==> config.mk <==
export PLATFORM = sky130hd
export DESIGN_NAME = pc_fetch_unit
export DESIGN_NICKNAME = d
export VERILOG_FILES = /design/src/rtl/fetch_pkg.sv /design/src/rtl/fetch_skid_buf.sv /design/src/rtl/pc_fetch_unit.sv
export SDC_FILE = /design/constraint.sdc
export NUM_CORES = 1
export LEC_CHECK = 0
export CAP_MARGIN = 20
export CELL_PAD_IN_SITES_DETAIL_PLACEMENT = 1
export CELL_PAD_IN_SITES_GLOBAL_PLACEMENT = 1
export CORE_MARGIN = 1
export CORE_UTILIZATION = 31
export DETAILED_ROUTE_END_ITERATION = 6
export HOLD_SLACK_MARGIN = 0.06
export PLACE_DENSITY = 0.87
export SLEW_MARGIN = 5
export SYNTH_ARGS = -nofsm -noshare
export SYNTH_HDL_FRONTEND = slang
export SYNTH_SLANG_ARGS = --single-unit
==> constraint.sdc <==
create_clock -name clk -period 1.6 [get_ports clk]
set_input_delay 0.32 -clock clk [delete_from_list [all_inputs] [get_ports clk]]
set_output_delay 0.32 -clock clk [all_outputs]
set_load 0.1 [all_outputs]
==> src/rtl/fetch_pkg.sv <==
// Shared widths, instruction-field positions and the instruction layout
// used by the fetch stage and its skid buffer.
package fetch_pkg;

  localparam int PC_W    = 16;
  localparam int IW      = 24;
  localparam int OP_W    = 6;
  localparam int OP_HI   = IW - 1;
  localparam int OP_LO   = IW - OP_W;
  localparam int ADDR_HI = PC_W - 1;
  localparam int ADDR_LO = 0;

  localparam logic [PC_W-1:0] DEFAULT_RESET_VECTOR = 16'h0000;

  typedef struct packed {
    logic [OP_W-1:0]         op;
    logic [IW-OP_W-PC_W-1:0] rsvd;
    logic [PC_W-1:0]         addr;
  } instr_t;

  // The PC space is a plain 16-bit ring: FFFF rolls over to 0000.
  function automatic logic [PC_W-1:0] pc_incr(input logic [PC_W-1:0] pc);
    return pc + PC_W'(1);
  endfunction

endpackage

==> src/rtl/fetch_skid_buf.sv <==
// Single-entry skid register holding one fetched word and its address
// while the fetch stage is stalled.
module fetch_skid_buf
  import fetch_pkg::*;
#(
  parameter int DW = IW,
  parameter int AW = PC_W
) (
  input  logic          clk,
  input  logic          reset,
  input  logic          load,
  input  logic          clear,
  input  logic          pop,
  input  logic [DW-1:0] load_data,
  input  logic [AW-1:0] load_addr,
  output logic          valid,
  output logic [DW-1:0] data,
  output logic [AW-1:0] addr
);

  always_ff @(posedge clk) begin
    if (!reset || clear) begin
      valid <= 1'b0;
    end else if (load) begin
      valid <= 1'b1;
    end else if (pop) begin
      valid <= 1'b0;
    end
  end

  // NOTE: the payload is qualified by valid, so it needs no reset and can map
  // onto plain (non-resettable) flops.
  always_ff @(posedge clk) begin
    if (load) begin
      data <= load_data;
      addr <= load_addr;
    end
  end

endmodule

==> src/rtl/pc_fetch_unit.sv <==
// PC, one-cycle-latency program-memory fetch and instruction register.
// Build option FETCH_SKID_EN: park a stalled in-flight word instead of refetching it.
module pc_fetch_unit #(
  parameter logic [fetch_pkg::PC_W-1:0] RESET_VECTOR = fetch_pkg::DEFAULT_RESET_VECTOR,
  parameter int                         IW           = fetch_pkg::IW
) (
  input  logic                        clk,
  input  logic                        reset,
  input  logic                        pc_mux_sel,
  input  logic [fetch_pkg::PC_W-1:0]  jmp_loc,
  input  logic                        stall,
  output logic [fetch_pkg::PC_W-1:0]  pm_addr,
  output logic                        pm_rd_en,
  input  logic [IW-1:0]               pm_rdata,
  output logic [fetch_pkg::PC_W-1:0]  current_address,
  output logic [fetch_pkg::OP_W-1:0]  op,
  output logic [fetch_pkg::PC_W-1:0]  jmp_address_pm,
  output logic                        ir_valid
);
  import fetch_pkg::*;

  logic [PC_W-1:0] pc_q, pc_d;
  logic [PC_W-1:0] f_pc_q, f_pc_d;
  logic            f_valid_q, f_valid_d;
  logic [IW-1:0]   ir_q, ir_d;
  logic [PC_W-1:0] ir_pc_q, ir_pc_d;
  logic            ir_valid_q, ir_valid_d;
  logic            unused_ir_rsvd;

`ifdef FETCH_SKID_EN
  logic            skid_load;
  logic            skid_pop;
  logic            skid_valid;
  logic [IW-1:0]   skid_data;
  logic [PC_W-1:0] skid_addr;

  fetch_skid_buf #(
    .DW (IW),
    .AW (PC_W)
  ) u_skid (
    .clk       (clk),
    .reset     (reset),
    .load      (skid_load),
    .clear     (pc_mux_sel),
    .pop       (skid_pop),
    .load_data (pm_rdata),
    .load_addr (f_pc_q),
    .valid     (skid_valid),
    .data      (skid_data),
    .addr      (skid_addr)
  );
`endif

  // NOTE: every always_comb output gets a default before any branch, so no
  // path can leave one unassigned and infer a latch.
  always_comb begin
    pc_d       = pc_q;
    f_pc_d     = f_pc_q;
    f_valid_d  = f_valid_q;
    ir_d       = ir_q;
    ir_pc_d    = ir_pc_q;
    ir_valid_d = ir_valid_q;
`ifdef FETCH_SKID_EN
    skid_load  = 1'b0;
    skid_pop   = 1'b0;
`endif

    if (pc_mux_sel) begin
      // Taken jump squashes everything younger than the IR; IR data stays but is dead.
      pc_d       = jmp_loc;
      f_valid_d  = 1'b0;
      ir_valid_d = 1'b0;
    end else if (stall) begin
      if (f_valid_q) begin
`ifdef FETCH_SKID_EN
        skid_load = 1'b1;
`else
        pc_d      = f_pc_q;
`endif
        f_valid_d = 1'b0;
      end
    end else begin
      f_pc_d    = pc_q;
      f_valid_d = 1'b1;
      pc_d      = pc_incr(pc_q);
`ifdef FETCH_SKID_EN
      if (skid_valid) begin
        ir_d       = skid_data;
        ir_pc_d    = skid_addr;
        ir_valid_d = 1'b1;
        skid_pop   = 1'b1;
      end else
`endif
      begin
        if (f_valid_q) begin
          ir_d    = pm_rdata;
          ir_pc_d = f_pc_q;
        end
        ir_valid_d = f_valid_q;
      end
    end
  end

  // NOTE: state registers use non-blocking assignments only, so every flop
  // samples the pre-edge values no matter how blocks are ordered.
  always_ff @(posedge clk) begin
    if (!reset) begin
      pc_q       <= RESET_VECTOR;
      f_pc_q     <= '0;
      f_valid_q  <= 1'b0;
      ir_q       <= '0;
      ir_pc_q    <= '0;
      ir_valid_q <= 1'b0;
    end else begin
      pc_q       <= pc_d;
      f_pc_q     <= f_pc_d;
      f_valid_q  <= f_valid_d;
      ir_q       <= ir_d;
      ir_pc_q    <= ir_pc_d;
      ir_valid_q <= ir_valid_d;
    end
  end

  // Outputs read as zero for the whole reset cycle, not only after the edge.
  assign pm_addr         = pc_q;
  assign pm_rd_en        = reset && !stall;
  assign current_address = reset ? ir_pc_q : '0;
  assign op              = reset ? ir_q[IW-1 -: OP_W] : '0;
  assign jmp_address_pm  = reset ? ir_q[PC_W-1:0] : '0;
  assign ir_valid        = reset && ir_valid_q;

  assign unused_ir_rsvd  = ^ir_q[IW-OP_W-1:PC_W];

endmodule

Word-level counts from Yosys, hierarchy flattened
Index checks and enable logic that the tools add are counted.

word-level totals
  bits in registers = 74
  bits of input ports = 44

operators by class
  add/sub/neg operators = 1
  eq/ne operators = 1
  muxes and demuxes = 7
  bitwise logic cells = 3
  reduce and logical (&&, ||, !) cells = 6

operators with widths
  operator                                                count
  2-to-1 mux 16 bit                                       5
  adder 16 x 1 -> 16 bit (second input constant)          1
  2-to-1 mux 6 bit                                        1
  inequality test 3 x 2 -> 1 bit (second input constant)  1
  NOT 1 bit                                               3
  AND reduction 3 bit                                     1
  logical AND 1 bit                                       2
  AND reduction 2 bit                                     1
  OR reduction 2 bit                                      1
  zero test 1 bit                                         1
  2-to-1 mux 1 bit                                        1

Depth between registers and ports, before layout
Gate-level depths: netlist (run 1).

  depth after elaboration = 3
  gate-level depth with buffers = 7
  gate-level depth less buffers = 5

Worst setup path before layout (run 1)
Ideal clock, no wire load.

  path kind = input to output
  from = input reset
  to = output pm_rd_en
  arrival time = 2.157 ns
  slack = -0.877 ns
  stages = 3
  cells stage by stage = clkbuf_1 clkbuf_1 nor2b_1

on the way
  word-level cells in the longest chain between the ends = 1

RTL lines
  what                RTL line              text
  start: declaration  pc_fetch_unit.sv:8    input logic reset,
  logical AND 1 bit   pc_fetch_unit.sv:126  assign pm_rd_en = reset && !stall;
  end: declaration    pc_fetch_unit.sv:13   output logic pm_rd_en,

Every way passes these cells.

Worst setup path after layout (run 1)
  from = input pc_mux_sel
  to = register pc_q[3] (netlist: pm_addr[3])

on the way
  word-level cells in the longest chain between the ends = 1

RTL lines
  what                                                                                  RTL line              text
  start: declaration                                                                    pc_fetch_unit.sv:9    input logic pc_mux_sel,
  inequality test 3 x 2 -> 1 bit (no line) / 2-to-1 mux 16 bit (equally long branches)  --
  end signal: assignment                                                                pc_fetch_unit.sv:115  pc_q <= pc_d;
  end: declaration                                                                      pc_fetch_unit.sv:22   logic [PC_W-1:0] pc_q, pc_d;

Parallel ways exist; a longest one is shown, timed or not.
A chain may end at the register's enable or synchronous reset.

==> results of run 1 <==
power by group through the flow:
stage	sequential [W]	clock (W)	combinational, W
finish	0.00193	0.00217	0.000893
global route	0.00194	0.00232	0.000934
CTS	0.00193	0.00222	0.000881
detailed placement	0.00196	0	0.000869
global placement	0.00196	0	0.000845
floorplan	0.00212	0	0.000306
routing by layer:
layer  GRT usage  vias to the layer above  wire (um)
met1      0.2415                     1776       5032
met4     0.08977                        0        313
met3     0.04901                       26        791
met2      0.3653                      159       6197
li1            -                     1776          -
met5           0                        -          0
worst min path at each step:
| stage | start | to | cells after the start |
|---|---|---|---|
| floorplan | pm_rdata[23] | ir_q[23] | 2 |
| CTS | ir_q[8] | ir_q[8] | 2 |
| finish | ir_pc_q[6] | ir_pc_q[6] | 2 |
| global route | ir_q[10] | ir_q[10] | 2 |
| global placement | ir_q[3] | ir_q[3] | 2 |
| detailed placement | ir_q[8] | ir_q[8] | 2 |
sequential cells by signal, summed over array words and instances, names as in the netlist:
name / count
ir_q: 22
f_pc_q: 16
ir_pc_q: 16
pm_addr: 16
f_valid_q: 1
ir_valid_q: 1
final cells by class:
cell class | instances | area share
Tap cell | 140 | 0.02908
Multi-Input combinational cell | 346 | 0.3483
Inverter | 5 | 0.003115
Clock buffer | 15 | 0.04964
Timing Repair Buffer | 137 | 0.3175
Clock inverter | 1 | 0.004984
Sequential cell | 72 | 0.2474
cells by family (layout without fill, tap and decap cells):
group	after synthesis	count (layout)	synth area share
AND/OR/NAND/NOR	227	227	0.3037
XOR/XNOR	1	1	0.002476
AO/OA/AOI/OAI	113	113	0.2175
flip-flops	72	72	0.4074
buffers and inverters	42	158	0.05375
multiplexers	4	4	0.01167
adder cells (fa/ha/maj)	1	1	0.003536
worst min-delay path: cells and delay by family, from the launching register on:
kind,cells,cell delay [ns]
flip-flops,1,0.31
AO/OA/AOI/OAI,1,0.06
AND/OR/NAND/NOR,1,0.05
through the flow:
step,utilization,cells,setup WS (ns)
floorplan,-,460,-0.1501
global placement,0.5113,698,-0.2525
detailed placement,0.5113,698,-0.3922
CTS,0.5419,714,0.02765
global route,0.5485,716,-0.08430
finish,0.5485,716,-0.03416
cells in the final DEF, fill, tap and decap left out, types with 2 or more instances in the layout:
cell type | Yosys | layout
nand2_1 | 122 | 121
buf_12 | 0 | 61
dfxtp_1 | 72 | 57
a21boi_0 | 50 | 49
and2_4 | 0 | 39
clkdlybuf4s50_1 | 0 | 39
buf_4 | 4 | 32
o21ai_0 | 32 | 31
nor2_1 | 20 | 18
dfxtp_4 | 0 | 12
clkbuf_16 | 0 | 11
nand3_1 | 7 | 6
a21oi_1 | 6 | 6
inv_1 | 5 | 5
o221ai_1 | 5 | 5
nand4_1 | 4 | 4
nor3b_1 | 4 | 4
nor3_1 | 6 | 4
mux2i_1 | 3 | 3
and2_1 | 42 | 3
nor2b_1 | 4 | 3
o21a_1 | 3 | 3
nor3_2 | 1 | 3
clkbuf_8 | 0 | 3
dfxtp_2 | 0 | 3
nor2_4 | 0 | 2
nand3_4 | 0 | 2
o211ai_1 | 2 | 2
nor4_1 | 4 | 2
a31oi_1 | 2 | 2
and3_1 | 2 | 2
a211oi_1 | 2 | 2
o2111ai_1 | 2 | 2
clkbuf_1 | 19 | 2
buf_6 | 0 | 2
what timing repair did:
item                       in CTS  in global routing
pin swaps                       0                  1
cloned                          0                  1
setup endpoints to repair      28                 15
resized for setup               3                 10
setup buffers                   0                  1
==> results.txt, run 1 <==
Setup violations, final: 3
slowest CP cell: clkdlybuf4s50_1
Die Span X: 108.8 um
maximum VDD drop: 539.1 uV
LEAKAGE: 2.242 nW
P_sw: 0.001335 W
initial DRC count: 188
number of max-cap violations: 0
number of synthesized flops with an enable pin: 0
Tot GR Track Use: 0.2085
Port-buffer cells: 97
CTS Hold Bufs: 0
Final Wtd Congestion: 0.8605
DR WL/cell: 17.23 um
Comb pwr share: 0.179
final hold violations: 0
H-tree levels: 3
worst r2r dst: pm_addr[12]
first-pass GRT wire length: 19020 um
prevailing post-synth register cell: dfxtp_1
worst r2r path cells: 5
Die Area: 11850 um2
via/cell ratio: 5.219
drc violations: 0
clock buffer depth: 2
Peak Freq: 611.9 MHz
CP required: 1.85 ns
post-synthesis register bit count: 72
FF/Latch Area: 1490 um2
Synth Area per Inst: 7.692 um2
row cnt: 38
total power: 0.004992 W
Cell Area, Placed: 5615 um2
vias in the first global route: 3935
Starting Density: 0.3222
Net Count, Synth: 505
router iterations before antenna repair: 4
Yosys warnings: 0
CTS Buf Count: 9
post-DP HPWL: 8499 um
share of layout cells above drive strength 1: 0.3194
crit path kind: input port to flip-flop
cell internal pwr: 0.003657 W
CP Data Arrival Time: 1.89 ns
Fill cells: 1215
antenna-violating nets left: 0
clock sinks: 72
initial antenna violation count: 0
synth unique cells: 49
Synth Instances: 460
Final Max Slew Viols: 0
clock share of power: 0.434
crit path capture type: flip-flop
CP top delay family: buffers and inverters
period utilization: 1.021
failing checks: negative setup slack
startpoint types: input port
reg2reg start: pm_addr[0]
die span in y: 108.8 um
TritonCTS clock tree: done
status: finished with violations
via count: 3737
cell with the most instances after synthesis: nand2_1
global route overflow: 0
clock latency at the later pin of the worst-skew pair: 0.33 ns
share of the synthesized area in the top cell type: 0.4074
Critical Path Sink: pm_addr[3]
hold slack final: 0.4618 ns
Worst Hold Class: flip-flop to flip-flop
Clk pin slew, worst setup/hold paths: 0.06 ns
post-synth top area cell: dfxtp_1
# nets final: 616
R2R Setup Slk: 0.03 ns
critical path depth: 6
final WL: 12330 um
Sw Ratio: 0.2673
top cells by count, synth: nand2_1 (122), dfxtp_1 (72), a21boi_0 (50), and2_1 (42), o21ai_0 (32)
Worst Tran Pin Value: 0.4081 ns
Worst Setup SP: pc_mux_sel
sequential area share after synthesis: 0.4074
io pins: 100
Core Region: 10980 um2
delay of the slowest cell on the worst path: 0.53 ns
part of the power in registers: 0.387
Final WS setup: -0.03416 ns
Worst Path Max Fanout: 12
worst-path cell chain: clkdlybuf4s50_1 > or2_4 > buf_4 > nor3_1 > o21ai_0 > a21boi_1
P per Cell Area: 828.6 nW/um2
Worst Skew: 0.01049 ns
buffers and inverters on the worst path: 2
Final Critical Period: 1.634 ns
setup_tns: -0.05593 ns
Max-Slew Margin vs Limit: 0.7279
largest net degree at the start of global routing: 35
Synth async-reset ratio: 0
area grow syn2layout: 70.26%
RSZ-0062 raised after global routing: true
area of the multi-input gates: 2098 um2
clock root buffer: clkbuf_16
Netlist Area Pre-Place: 3538 um2
Design Area, Final: 6025 um2
Synth area leaders: dfxtp_1 (41%), nand2_1 (13%), a21boi_0 (11%)
ANT cells: 0
(Power assumes the default switching activity.)
==> run 2: changes to the inputs <==
CAP_MARGIN = default   (was 20)
CORE_MARGIN = default   (was 1)
GPL_ROUTABILITY_DRIVEN = 0   (was default)
==> results of run 2 <==
No change in the layout: final DEF, timing and power equal those of run 1.
